### src/rtl/imem_fetch_ctrl.sv
`default_nettype none
// ============================================================================
// Module   : imem_fetch_ctrl
// Brief    : LEGv8 fetch sequencer. Owns the fetch PC, addresses the ROM and
//            buffers words in a prefetch queue handed to decode via valid/ready.
//            Optional: FETCH_HALT_EN stops fetching on a 32'h0 padding word.
// Revision : 1.0 - initial release
// ============================================================================
module imem_fetch_ctrl #(
  parameter int             N        = 64,
  parameter int             AW       = 6,
  parameter int             DEPTH    = 2,
  parameter logic [N-1:0]   RESET_PC = '0,
  parameter int             CW       = 16
) (
  input  logic          clk,
  input  logic          reset,
  input  logic          enable,
  output logic [AW-1:0] imem_addr,
  input  logic [31:0]   imem_q,
  output logic          inst_valid,
  input  logic          inst_ready,
  output logic [31:0]   inst,
  output logic [N-1:0]  inst_pc,
  input  logic          redirect_valid,
  input  logic [N-1:0]  redirect_pc,
  output logic          halted,
  output logic [CW-1:0] fetched_count
);

  localparam int         PW      = $clog2(DEPTH);
  localparam logic [1:0] c_IDLE  = 2'd0;
  localparam logic [1:0] c_FETCH = 2'd1;
  localparam logic [1:0] c_HALT  = 2'd2;
  localparam logic [PW:0] c_DEPTH = (PW+1)'(DEPTH);

  logic [1:0]    r_state;
  logic [1:0]    w_state_nxt;
  logic [N-1:0]  r_fetch_pc;
  logic [31:0]   r_q_inst [DEPTH];
  logic [N-1:0]  r_q_pc   [DEPTH];
  logic [PW-1:0] r_rd_ptr;
  logic [PW-1:0] r_wr_ptr;
  logic [PW:0]   r_count;
  logic [CW-1:0] r_fetched;

  logic w_pop;
  logic w_try;
  logic w_pad;
  logic w_push;
  logic w_halt_go;
  logic w_halted;
  logic w_unused_ok;

  assign w_unused_ok = ^redirect_pc[1:0];

  // State register
  always_ff @(posedge clk) begin
    if (reset) begin
      r_state <= c_IDLE;
    end else begin
      r_state <= w_state_nxt;
    end
  end

  // Next-state logic; a padding hit wins over a same-cycle enable drop
  always_comb begin
    w_state_nxt = r_state;
    case (r_state)
      c_IDLE:  if (enable) w_state_nxt = c_FETCH;
      c_FETCH: begin
        if (w_halt_go)    w_state_nxt = c_HALT;
        else if (!enable) w_state_nxt = c_IDLE;
      end
      c_HALT:  if (redirect_valid) w_state_nxt = enable ? c_FETCH : c_IDLE;
      default: w_state_nxt = c_IDLE;
    endcase
  end

  // Output / control decode
  always_comb begin
    w_pop = (r_count != '0) && inst_ready;
    w_try = (r_state == c_FETCH) && !redirect_valid &&
            ((r_count < c_DEPTH) || w_pop);
`ifdef FETCH_HALT_EN
    w_pad    = (imem_q == 32'h0);
    w_halted = (r_state == c_HALT);
`else
    w_pad    = 1'b0;
    w_halted = 1'b0;
`endif
    w_push    = w_try && !w_pad;
    w_halt_go = w_try && w_pad;
  end

  always_ff @(posedge clk) begin
    if (reset) begin
      r_fetch_pc <= RESET_PC;
      r_rd_ptr   <= '0;
      r_wr_ptr   <= '0;
      r_count    <= '0;
      r_fetched  <= '0;
    end else begin
      // A pop alongside a redirect still consumed the head
      if (w_pop && (r_fetched != '1)) begin
        r_fetched <= r_fetched + CW'(1);
      end
      if (redirect_valid) begin
        r_fetch_pc <= {redirect_pc[N-1:2], 2'b00};
        r_rd_ptr   <= '0;
        r_wr_ptr   <= '0;
        r_count    <= '0;
      end else begin
        if (w_push) begin
          r_wr_ptr   <= r_wr_ptr + PW'(1);
          r_fetch_pc <= r_fetch_pc + N'(4);
        end
        if (w_pop) begin
          r_rd_ptr <= r_rd_ptr + PW'(1);
        end
        case ({w_push, w_pop})
          2'b10:   r_count <= r_count + (PW+1)'(1);
          2'b01:   r_count <= r_count - (PW+1)'(1);
          default: r_count <= r_count;
        endcase
      end
    end
  end

  always_ff @(posedge clk) begin
    if (w_push) begin
      r_q_inst[r_wr_ptr] <= imem_q;
      r_q_pc[r_wr_ptr]   <= r_fetch_pc;
    end
  end

  assign imem_addr     = r_fetch_pc[AW+1:2];
  assign inst_valid    = (r_count != '0);
  assign inst          = inst_valid ? r_q_inst[r_rd_ptr] : '0;
  assign inst_pc       = inst_valid ? r_q_pc[r_rd_ptr] : '0;
  assign halted        = w_halted;
  assign fetched_count = r_fetched;

endmodule
`default_nettype wire

### config.mk
export PLATFORM = sky130hd
export DESIGN_NAME = imem_fetch_ctrl
export DESIGN_NICKNAME = d
export VERILOG_FILES = /design/src/rtl/imem_fetch_ctrl.sv
export SDC_FILE = /design/constraint.sdc
export NUM_CORES = 1
export LEC_CHECK = 0
export CAP_MARGIN = 10
export CORE_ASPECT_RATIO = 1.25
export CORE_UTILIZATION = 40
export DETAILED_ROUTE_END_ITERATION = 10
export PLACE_DENSITY = 0.7
export REMOVE_ABC_BUFFERS = 1
export SETUP_SLACK_MARGIN = 0.2
export SYNTH_ARGS = -nofsm -noshare
export SYNTH_HDL_FRONTEND = slang
export SYNTH_SLANG_ARGS = --single-unit
### constraint.sdc
create_clock -name clk -period 13.85 [get_ports clk]
set_input_delay 1.385 -clock clk [delete_from_list [all_inputs] [get_ports clk]]
set_output_delay 1.385 -clock clk [all_outputs]
set_load 0.01 [all_outputs]
# Word level (Yosys, flattened, before mapping)

Memory sizes are Yosys's and may differ from the RTL's. A register that Yosys moved wholly into a read port is not among the register bits.
Cells that the tools add are included.

Flip-flop bits (word level): 86
Bits in latches: 0
Bits in writable memories: 192
Memory bits (read-only): 0
Input port bits: 101
Output and inout bits: 120
Word-level logic and storage cells: 52
Memories: 2

$add $sub $neg: 6
Multipliers: 0
Div/mod/pow operators: 0
Order comparisons: 1
Equality and inequality tests: 8
Shift-type cells: 0
Mux-type cells: 16
Bitwise gates (word level): 0
Reductions and logical operators: 12

Memory list:

| name     | words | bits a word | rd ports | clocked after Yosys merged registers in | wr ports | line | RTL |
|---|---|---|---|---|---|---|---|
| r_q_pc   | 2     | 64          | 1        | 1                                       | 1        | 41   | `logic [N-1:0] r_q_pc [DEPTH];` |
| r_q_inst | 2     | 32          | 1        | 1                                       | 1        | 40   | `logic [31:0] r_q_inst [DEPTH];` |

Operators by type and width:

| cell                                              | count |
|---|---|
| 2-to-1 mux 64 bit                                 | 3 |
| adder 64 x 3 -> 64 bit, second input constant     | 1 |
| 2-to-1 mux 32 bit                                 | 1 |
| adder 16 x 1 -> 16 bit, second input constant     | 1 |
| inequality test 16 bit, second input constant     | 1 |
| 2-to-1 mux 1 bit                                  | 7 |
| 2-to-1 mux 2 bit                                  | 3 |
| inequality test 2 bit, second input constant      | 3 |
| one-hot mux 2 bit (3 select lines)                | 1 |
| nonzero test 2 bit                                | 3 |
| == test 2 x 1 -> 1 bit, second input constant     | 2 |
| == test 2 bit, second input constant              | 2 |
| logical AND 1 bit                                 | 4 |
| one-hot mux 2 bit (2 select lines)                | 1 |
| AND reduction 3 bit                               | 1 |
| adder 1 bit, second input constant                | 2 |
| adder 2 x 1 -> 2 bit, second input constant       | 1 |
| zero test 2 bit                                   | 1 |
| less-than comparator 2 bit, second input constant | 1 |
| OR reduction 2 bit                                | 1 |
| subtractor 2 x 1 -> 2 bit, second input constant  | 1 |
| zero test 1 bit                                   | 1 |
| logical OR 1 bit                                  | 1 |

# Depth between registers and ports, before layout

Gate-level depths: netlist of run 1.

Word-level depth: 6
Depth in mapped cells: 8

# Worst setup path before layout of run 1

Ideal clock, no wire load.

Kind: in2reg
Start point: in redirect_valid
End point: mem r_q_inst[0][0], enable pin
Setup time: 0.548 ns
Arrival time: 5.839 ns
Data required time: 13.302 ns
Path slack: 7.463 ns
Stages: 4
Path buffers: 1
Cell sequence: inv_2 clkbuf_1 nand3_1 nor2_1

Longest elaborated chain between the ends: 5

RTL lines:

| element                                | line | RTL |
|---|---|---|
| start: declaration                     | 25   | `input logic redirect_valid,` |
| zero test 1 bit                        | 83   | `w_try = (r_state == c_FETCH) && !redirect_valid &&` |
| logical AND 1 bit (2 in a row)         | 83   |  |
| 2-to-1 mux 1 bit                       | 131  | `if (w_push) begin` |
| 2-to-1 mux 1 bit (implied by the code) | 132  | `r_q_inst[r_wr_ptr] <= imem_q;` |
| end: declaration                       | 40   |  |

No other way between the ends.

==> flow_metrics.py, run 1 <==
metrics = {
    "outcome": {
        "status": "complete, no violations",
    },
    "routing": {
        "highest_layer": "met4",
        "met3_length_um": 1550,
        "wirelength_um": 27770,
        "drtIter0Drc": 427,
        "viasPerCell": 5.229,
        "drc": 0,
        "wl_per_cell_um": 17.33,
        "ant_nets": 0,
        "wl_met2_um": 13950,
        "via_count": 8382,
        "dr.pass1.iters": 5,
        "met1_length_um": 11520,
    },
    "critical_path": {
        "crit_type": "reg -> out",
        "arrival_ns": 3.24,
        "cp_max_fo": 56,
        "cp_num_buf_inv": 2,
        "worst_setup_path_end_kind": "primary output",
        "worst_path_max_delay_cell": "buf_4",
        "cp_top_family": "buffers and inverters",
        "r2r_end": "r_fetch_pc[63]$_SDFFE_PP0P_",
        "r2r_slack_ns": 10.74,
        "r2r_cells": 5,
        "cp-start-kind": "flop",
        "cpPeakStageDelay_ns": 0.88,
        "crit_chain": "buf_4, mux2i_1, nor2_1, clkdlybuf4s50_1",
        "r2r-start": "r_fetch_pc[7]$_SDFFE_PP0P_",
        "crit_required_ns": 12.47,
    },
    "power_and_ir_drop": {
        "powerDensity_mw_per_mm2": 117.3,
        "p_leak_nw": 4.737,
        "peakVddDrop_uv": 74.51,
    },
    "yosys": {
        "avgSynthCellArea_um2": 11.75,
        "yosysSeqAreaShare": 0.6227,
        "netlist_instances": 1001,
        "synth_edf_count": 188,
        "synth-main-ff-cell": "edfxtp_1",
        "async_flop_share": 0,
        "synth.most_common_cell": "edfxtp_1",
        "ys_warn_count": 0,
        "synth_top_cell_by_area": "edfxtp_1",
        "synth_top_area_share": 0.4798,
        "netlist_area_mm2": 0.01177,
        "synth_common_cells": "edfxtp_1, nor2_1, mux2i_1",
        "synth-seq-cells": 272,
        "ys_top_cells_by_area": "edfxtp_1, dfxtp_1, mux2i_1, nor2_1, xnor2_1",
        "synth.distinct_cells": 55,
    },
    "timing": {
        "fin_crit_sh": 0.3341,
        "slew_violations": 0,
        "slew_headroom": 0.2780,
        "layout_min_cycle_time_ns": 4.627,
        "max_freq_ghz": 0.2161,
        "setup_viol_count_final": 0,
        "hold_viol_final": 0,
        "rsz0062_at_grt": "false",
        "fin_tns_setup_ns": 0,
        "worst_pin_slew_ns": 1.083,
        "clock_skew_ns": 0.01408,
    },
    "die": {
        "chipHeight_um": 193.8,
        "dieArea_mm2": 0.03011,
        "io_pins": 221,
        "die_x_um": 155.4,
        "floorplan.rows": 69,
        "start_util": 0.4105,
        "placeableCoreArea_mm2": 0.02866,
    },
    "min_path": {
        "min_from": "r_fetch_pc[63]$_SDFFE_PP0P_",
        "hold_class": "reg -> reg",
        "hold_depth": 0,
        "hold_end": "r_q_pc[1][63]$_DFFE_PP_",
    },
    "grt": {
        "grt_max_degree": 99,
        "grt_pass1_vias": 8133,
        "grt_pass1_wl_um": 43440,
        "grt_use_total": 0.1816,
        "overflow": 0,
        "antenna_found_initial": 0,
    },
    "cells_and_area": {
        "ff_latch_area_mm2": 0.007331,
        "multi_input_area_mm2": 0.004071,
        "drive_gt1_frac": 0.05606,
        "finalNetCount": 1296,
        "diodes": 0,
        "area_growth_pct": 28.64,
        "fin_area_mm2": 0.01514,
        "n_fill_cell": 2527,
    },
    "place": {
        "gp_congestion": 0.8069,
        "dpl_cell_area_mm2": 0.01422,
        "dpl.hpwl_um": 17380,
        "port_buffers": 215,
    },
    "clock_tree": {
        "clk-insertion-delay-late_ns": 0.53,
        "clockRootBuffer": "clkbuf_16",
        "path_clk_slew_ns": 0.06,
        "clock-sinks": 272,
        "postCtsResizedCells": 0,
        "cts-buffers-inserted": 27,
        "clock_path_buffers": 3,
        "cts_setup_buffers": 0,
        "cts_tree": "yes",
        "hold_buffers": 0,
        "cts.htree.levels": 1,
    },
    "flow_run": {
        "drv_cap": 0,
    },
}
cell type report:
| cell class | count | share of cell area |
|---|---|---|
| Sequential cell | 272 | 0.4843 |
| Multi-Input combinational cell | 638 | 0.2690 |
| Timing Repair Buffer | 226 | 0.1470 |
| Clock buffer | 36 | 0.04885 |
| Tap cell | 390 | 0.03224 |
| Clock inverter | 14 | 0.01182 |
| Inverter | 27 | 0.006778 |
cells by family after synthesis:
logic type	synth area share
xor+xnor	0.03126
other cells	0.0003187
mux	0.08422
flops	0.6227
simple gates	0.1549
buf+inv	0.03381
fa+ha+maj	0.003190
compound gates	0.06954
worst register-to-register path: cells and delay by family, from the launching register on:
| family | cells | cell delay (ns) |
|---|---|---|
| AND/OR/NAND/NOR | 4 | 2.29 |
| flip-flops | 1 | 0.46 |
| AO/OA/AOI/OAI | 1 | 0.27 |
per-layer routing:
metal  global-route usage  vias to the layer above
met5                    0                        -
met4              0.06137                        0
met3              0.03017                       45
met2               0.3176                      217
met1               0.2255                     4055
li1                     -                     4065
flip-flops by register name, summed over array words and instances (netlist names), named ones only:
| register | flops |
|---|---|
| r_wr_ptr | 1 |
| r_fetch_pc | 62 |
| r_rd_ptr | 1 |
| r_q_inst | 64 |
| r_q_pc | 124 |
| r_state | 1 |
| fetched_count | 16 |
| r_count | 2 |
cell usage in the layout, fill, tap and decap left out, types with 9 or more instances in the layout:
cell type,count
nor4_1,16
clkdlybuf4s50_1,213
nand2_1,52
and3_1,10
mux2i_1,99
dfxtp_1,83
nand4_1,18
nor3_1,18
or4_1,14
nor2_1,172
or3_1,10
o31ai_1,12
buf_4,11
a211oi_1,27
edfxtp_1,188
inv_1,26
a311oi_1,22
and4_1,9
xnor2_1,39
a21oi_1,17
o21ai_0,12
nand3_1,33
clkbuf_16,27
per-stage QoR:
step | total power [mW] | cells | worst slack, ns | util | hold slack, ns
floorplan | 0.9749 | 937 | 6.916 | - | 0.4396
global placement | 1.036 | 1553 | 9.250 | 0.4960 | 0.4598
detailed placement | 1.039 | 1553 | 9.239 | 0.4960 | 0.4707
CTS | 1.793 | 1603 | 9.048 | 0.5281 | 0.4928
global route | 1.842 | 1603 | 9.003 | 0.5281 | 0.5132
finish | 1.776 | 1603 | 9.223 | 0.5281 | 0.5007
worst max path at each step:
stage / end / start / slack, ns / cells after the start
floorplan: r_q_inst[0][0]$_DFFE_PP_ / redirect_valid / 6.92 / 3
global placement: r_q_inst[0][16]$_DFFE_PP_ / inst_ready / 9.25 / 5
detailed placement: r_q_inst[0][14]$_DFFE_PP_ / inst_ready / 9.24 / 5
CTS: inst_pc[31] / flop / 9.05 / 4
global route: inst_pc[31] / flop / 9.00 / 4
finish: inst_pc[31] / flop / 9.22 / 4
where the power goes:
part           leakage (nW)  internal, mW  switching [mW]
Clock                 0.442         0.450           0.304
Combinational          1.86        0.0558          0.0484
Sequential             2.44         0.894          0.0236
Total                  4.74          1.40           0.376
(Power assumes the default switching activity.)
==> run 2, diff against run 1 <==
--- a/config.mk
+++ b/config.mk
@@ -9,7 +9,7 @@
 export CORE_ASPECT_RATIO = 1.25
 export CORE_UTILIZATION = 40
 export DETAILED_ROUTE_END_ITERATION = 10
-export PLACE_DENSITY = 0.7
+export PLACE_DENSITY = 0.72
 export REMOVE_ABC_BUFFERS = 1
 export SETUP_SLACK_MARGIN = 0.2
 export SYNTH_ARGS = -nofsm -noshare
==> constraint.sdc (replaced) <==
create_clock -name clk -period 4 [get_ports clk]
set_input_delay 0.4 -clock clk [delete_from_list [all_inputs] [get_ports clk]]
set_output_delay 0.4 -clock clk [all_outputs]
set_load 0.01 [all_outputs]
==> run 2 against run 1 <==
Design area up 1.2%. Clock skew down 0.0048 ns. Critical path depth unchanged. Via count up 0.23%. Highest routed layer unchanged. Non-clock buffer count up 6. Sequential power rose to 3.5 times the previous value. Setup slack worse by 8.2 ns. Sequential cell count unchanged. Utilization up 0.63 points.
==> flow_metrics.py, run 2 (synthesis results as in run 1) <==
metrics = {
    "critical_path": {
        "worst_path_max_delay_cell": "dfxtp_4",
        "arrival_ns": 2.55,
        "crit_required_ns": 3.60,
        "worst_setup_path_end_kind": "primary output",
        "cp_top_family": "buffers and inverters",
        "crit_type": "reg -> out",
        "cp-start-kind": "flop",
        "crit_chain": "buf_4, mux2i_1, nor2_1, clkdlybuf4s50_1",
        "cp_num_buf_inv": 2,
        "r2r_slack_ns": 1.07,
        "r2r_cells": 5,
        "cpPeakStageDelay_ns": 0.68,
        "cp_max_fo": 28,
        "r2r-start": "r_fetch_pc[7]$_SDFFE_PP0P_",
        "r2r_end": "r_fetch_pc[58]$_SDFFE_PP0P_",
    },
    "timing": {
        "worst_pin_slew_ns": 0.9452,
        "setup_viol_count_final": 0,
        "hold_viol_final": 0,
        "layout_min_cycle_time_ns": 2.951,
        "fin_ws_ns": 1.049,
        "slew_violations": 0,
        "clock_skew_ns": 0.009274,
        "rsz0062_at_grt": "false",
        "max_freq_ghz": 0.3389,
        "slew_headroom": 0.3699,
        "fin_tns_setup_ns": 0,
        "fin_crit_sh": 0.7377,
    },
    "clock_tree": {
        "cts-buffers-inserted": 28,
        "cts_tree": "yes",
        "cts_setup_buffers": 0,
        "clock_path_buffers": 3,
        "clk-insertion-delay-late_ns": 0.53,
        "postCtsResizedCells": 0,
        "hold_buffers": 0,
        "clock-sinks": 272,
        "clockRootBuffer": "clkbuf_16",
        "cts.htree.levels": 1,
        "path_clk_slew_ns": 0.06,
    },
    "place": {
        "dpl_cell_area_mm2": 0.01429,
        "port_buffers": 215,
        "gp_congestion": 0.8378,
        "post-place-ws_ns": 0.7339,
        "dpl.hpwl_um": 17960,
        "dp.cells": 1559,
    },
    "outcome": {
        "status": "complete, no violations",
    },
    "cells_and_area": {
        "fin_area_mm2": 0.01532,
        "layout_common_cells": "clkdlybuf4s50_1, edfxtp_1, nor2_1",
        "diodes": 0,
        "multi_input_area_mm2": 0.004071,
        "final_common_cell": "clkdlybuf4s50_1",
        "drive_gt1_frac": 0.06634,
        "largest_reg_flops": 124,
        "regMostFlops": "r_q_pc",
        "finalNetCount": 1303,
        "reg_top3": "r_q_pc (124), r_q_inst (64), r_fetch_pc (62)",
        "area_growth_pct": 30.17,
        "n_fill_cell": 2473,
        "instances_no_fill": 1611,
        "ff_latch_area_mm2": 0.007331,
    },
    "power_and_ir_drop": {
        "swShare": 0.2089,
        "clkPwrFrac": 0.445,
        "p_leak_nw": 4.837,
        "intPower_mw": 5.050,
        "power_switching_mw": 1.333,
        "pwr-share-seq": 0.497,
        "powerDensity_mw_per_mm2": 416.7,
        "peakVddDrop_uv": 300.6,
        "comb_power_share": 0.057,
    },
    "min_path": {
        "hold_depth": 3,
        "hold_class": "in -> reg",
        "min_from": "reset",
    },
    "routing": {
        "drtIter0Drc": 396,
        "drc": 0,
        "viasPerCell": 5.215,
        "ant_nets": 0,
        "wl_per_cell_um": 17.11,
        "via_count": 8401,
        "wirelength_um": 27560,
        "dr.pass1.iters": 4,
    },
    "grt": {
        "overflow": 0,
        "grt_pass1_wl_um": 43350,
        "grt_max_degree": 84,
        "grt_use_total": 0.1799,
        "grt_pass1_vias": 8237,
        "antenna_found_initial": 0,
    },
    "die": {
        "placeableCoreArea_mm2": 0.02866,
        "chipHeight_um": 193.8,
        "die_x_um": 155.4,
        "dieArea_mm2": 0.03011,
        "io_pins": 221,
        "start_util": 0.4105,
        "floorplan.rows": 69,
    },
    "flow_run": {
        "drv_cap": 0,
    },
}
==> run 2: worst reg2reg max path: cells and delay by family, from the launching register on <==
family	cells	cell delay (ns)
AO/OA/AOI/OAI	1	0.34
AND/OR/NAND/NOR	4	2.02
flip-flops	1	0.45
==> run 2: worst max-delay path by stage <==
stage	end	slack [ns]	cells after the start
detailed placement	r_fetch_pc[58]$_SDFFE_PP0P_	0.73	6
floorplan	r_q_inst[0][0]$_DFFE_PP_	-1.95	3
finish	inst_pc[43]	1.05	4
global placement	r_fetch_pc[56]$_SDFFE_PP0P_	0.79	6
CTS	inst_pc[43]	0.99	4
global route	inst_pc[43]	0.87	4
==> run 2: layout make-up <==
type	count	share of cell area
Clock buffer	36	0.05310
Clock inverter	16	0.01413
Inverter	27	0.006617
Sequential cell	272	0.4786
Multi-Input combinational cell	638	0.2658
Tap cell	390	0.03186
Timing Repair Buffer	232	0.1498
==> run 2: per-stage QoR <==
stage                     utilization  power [mW]  hold WS, ns
final                          0.5344       6.383       0.2187
after global routing           0.5344       6.601       0.2215
after CTS                      0.5344       6.444       0.1936
after detailed placement       0.4984       3.602       0.4658
after global placement         0.4984       3.590       0.4596
after floorplan                     -       3.376       0.4396
==> run 2: power by group through the flow <==
| stage | registers (mW) | clock network, mW | logic, mW |
|---|---|---|---|
| after floorplan | 3.22 | 0 | 0.156 |
| after global placement | 3.23 | 0 | 0.363 |
| after detailed placement | 3.23 | 0 | 0.368 |
| after CTS | 3.17 | 2.90 | 0.371 |
| after global routing | 3.19 | 3.02 | 0.399 |
| final | 3.18 | 2.84 | 0.365 |
==> run 2: routing by layer <==
layer / share of wire / global-route usage / vias to the layer above
li1: - / - / 4091
met1: 0.42 / 0.2198 / 4030
met2: 0.51 / 0.3220 / 239
met3: 0.053 / 0.02839 / 41
met4: 0.022 / 0.05556 / 0
met5: 0 / 0 / -
==> run 3, diff against run 2 <==
--- a/config.mk
+++ b/config.mk
@@ -9,7 +9,7 @@
 export CORE_ASPECT_RATIO = 1.25
 export CORE_UTILIZATION = 40
 export DETAILED_ROUTE_END_ITERATION = 10
-export PLACE_DENSITY = 0.72
+export PLACE_DENSITY = 0.7
 export REMOVE_ABC_BUFFERS = 1
 export SETUP_SLACK_MARGIN = 0.2
 export SYNTH_ARGS = -nofsm -noshare
==> constraint.sdc (replaced) <==
create_clock -name clk -period 2.8 [get_ports clk]
set_input_delay 0.28 -clock clk [delete_from_list [all_inputs] [get_ports clk]]
set_output_delay 0.28 -clock clk [all_outputs]
set_load 0.01 [all_outputs]
==> run 3 against run 2 <==
Via count up 2.5%. Sequential cell count unchanged. Non-clock buffer count up 25. Design area up 1.7%. Global-route usage up 0.73 points. Setup slack worse by 0.81 ns. First-iteration DRC count up 20%. Largest power group unchanged. Power up 38%. Largest cell class unchanged.
==> flow_metrics.py, run 3 (synthesis results as in run 1) <==
metrics = {
    "critical_path": {
        "cp_max_fo": 6,
        "r2r_cells": 5,
        "cp_top_family": "simple AND/OR/NAND/NOR gates",
        "crit_type": "reg -> reg",
        "worst_setup_path_end_kind": "flop",
        "arrival_ns": 2.99,
        "r2r_slack_ns": 0.24,
        "cp.depth": 5,
        "r2r_end": "r_fetch_pc[55]$_SDFFE_PP0P_",
        "cp-start-kind": "flop",
        "crit_required_ns": 3.23,
        "crit_chain": "and4_1, nand4_1, or4_2, or4_1, a311oi_1",
        "r2r-start": "r_fetch_pc[14]$_SDFFE_PP0P_",
        "cpPeakStageDelay_ns": 0.84,
        "worst_path_max_delay_cell": "or4_2",
        "cp_num_buf_inv": 0,
    },
    "timing": {
        "clock_skew_ns": 0.01097,
        "setup_viol_count_final": 0,
        "slew_violations": 0,
        "hold_slack_ns": 0.1169,
        "hold_viol_final": 0,
        "rsz0062_at_grt": "true",
        "slew_headroom": 0.3548,
        "fin_tns_setup_ns": 0,
        "worst_pin_slew_ns": 0.9679,
        "fin_crit_sh": 0.9159,
        "max_freq_ghz": 0.3899,
        "layout_min_cycle_time_ns": 2.564,
    },
    "cells_and_area": {
        "layout_common_cells": "clkdlybuf4s50_1, edfxtp_1, nor2_1",
        "reg_top3": "r_q_pc (124), r_q_inst (64), r_fetch_pc (62)",
        "regMostFlops": "r_q_pc",
        "finalNetCount": 1329,
        "final_common_cell": "clkdlybuf4s50_1",
        "drive_gt1_frac": 0.09864,
        "area_growth_pct": 32.33,
        "largest_reg_flops": 124,
    },
    "grt": {
        "overflow": 0,
        "grt_max_degree": 99,
        "antenna_found_initial": 1,
        "grt_use_total": 0.1872,
        "grt_pass1_wl_um": 44620,
        "grt_pass1_vias": 8382,
    },
    "clock_tree": {
        "path_clk_slew_ns": 0.06,
        "clk-insertion-delay-late_ns": 0.53,
        "clock_path_buffers": 3,
        "cts_tree": "yes",
        "clock-sinks": 272,
        "hold_buffers": 0,
        "cts-buffers-inserted": 28,
        "cts.htree.levels": 1,
        "clockRootBuffer": "clkbuf_16",
    },
    "min_path": {
        "min_from": "reset",
        "hold_depth": 3,
        "hold_class": "in -> reg",
    },
    "routing": {
        "wirelength_um": 28910,
        "drtIter0Drc": 474,
        "dr.pass1.iters": 5,
        "drc": 0,
        "ant_nets": 0,
        "via_count": 8607,
        "viasPerCell": 5.255,
        "wl_per_cell_um": 17.65,
    },
    "place": {
        "port_buffers": 215,
        "dpl.hpwl_um": 19070,
        "gp_congestion": 0.7885,
    },
    "power_and_ir_drop": {
        "powerDensity_mw_per_mm2": 566.7,
        "peakVddDrop_uv": 373.8,
        "p_leak_nw": 4.958,
        "p_total_mw": 8.823,
    },
    "die": {
        "start_util": 0.4105,
        "io_pins": 221,
        "chipHeight_um": 193.8,
        "die_x_um": 155.4,
        "placeableCoreArea_mm2": 0.02866,
        "floorplan.rows": 69,
        "dieArea_mm2": 0.03011,
    },
    "flow_run": {
        "drv_cap": 0,
    },
    "outcome": {
        "status": "complete, no violations",
    },
}
run 3: changes by cell type in the layout (fill, tap and decap cells not counted), moves of 2 or more:
| cell | before | now |
|---|---|---|
| buf_4 | 15 | 32 |
| dfxtp_1 | 83 | 67 |
| dfxtp_2 | 0 | 16 |
| buf_12 | 2 | 10 |
| clkbuf_1 | 2 | 6 |
| bufinv_16 | 5 | 2 |
| and4_1 | 9 | 7 |
| clkbuf_8 | 4 | 6 |
| clkinv_1 | 1 | 3 |
| or4_1 | 14 | 12 |
| or4_4 | 1 | 3 |
run 3: timing repair:
item	CTS	global route
pin swaps	1	2
endpoints found under the hold margin	0	0
cloned	0	1
resized for setup	0	24
endpoints found under the setup margin	80	17
buffers inserted	5	0
run 3: through the flow:
stage,setup slack [ns],cell area [um2],utilization,instances
CTS,0.2097,15510,0.5413,1636
global route,0.1803,15570,0.5431,1637
detailed placement,-0.06130,14540,0.5072,1579
finish,0.2355,15570,0.5432,1638
global placement,-0.002429,14540,0.5072,1579
floorplan,-3.029,11480,-,937
run 3: worst max-delay path by stage:
stage | endpoint | slack, ns | from
after floorplan | r_q_inst[0][0]$_DFFE_PP_ | -3.03 | redirect_valid
after global placement | r_fetch_pc[61]$_SDFFE_PP0P_ | -0.002 | inst_ready
after detailed placement | r_fetch_pc[39]$_SDFFE_PP0P_ | -0.06 | inst_ready
after CTS | r_fetch_pc[39]$_SDFFE_PP0P_ | 0.21 | r_fetch_pc[22]$_SDFFE_PP0P_
after global routing | r_fetch_pc[55]$_SDFFE_PP0P_ | 0.18 | r_fetch_pc[14]$_SDFFE_PP0P_
final | r_fetch_pc[55]$_SDFFE_PP0P_ | 0.24 | r_fetch_pc[14]$_SDFFE_PP0P_
run 3: worst reg2reg max path, delay by kind of cell (launching register included):
kind	cells	cell delay [ns]
DFF	1	0.43
and+or+nand+nor	4	1.76
AOI/OAI and AO/OA	1	0.27
run 3: layout make-up:
class	instances	area, um2
tap	390	488.0
antenna	1	2.502
sequential	272	7351
inverter	27	102.6
fill	2500	13090
timing repair buffer	257	2582
clock buffer	41	830.8
multi-input combinational	639	4105
clock inverter	11	107.6
run 3: routing by layer:
layer | GRT usage | up-vias | part of all wire
li1 | - | 4142 | -
met1 | 0.2268 | 4142 | 0.40
met2 | 0.3393 | 277 | 0.52
met3 | 0.02816 | 46 | 0.062
met4 | 0.05556 | 0 | 0.023
met5 | 0 | - | 0
run 3: report_power, final:
part | switching [mW] | internal (mW)
combinational | 0.263 | 0.300
sequential | 0.109 | 4.42
clock | 1.49 | 2.23
total | 1.87 | 6.96
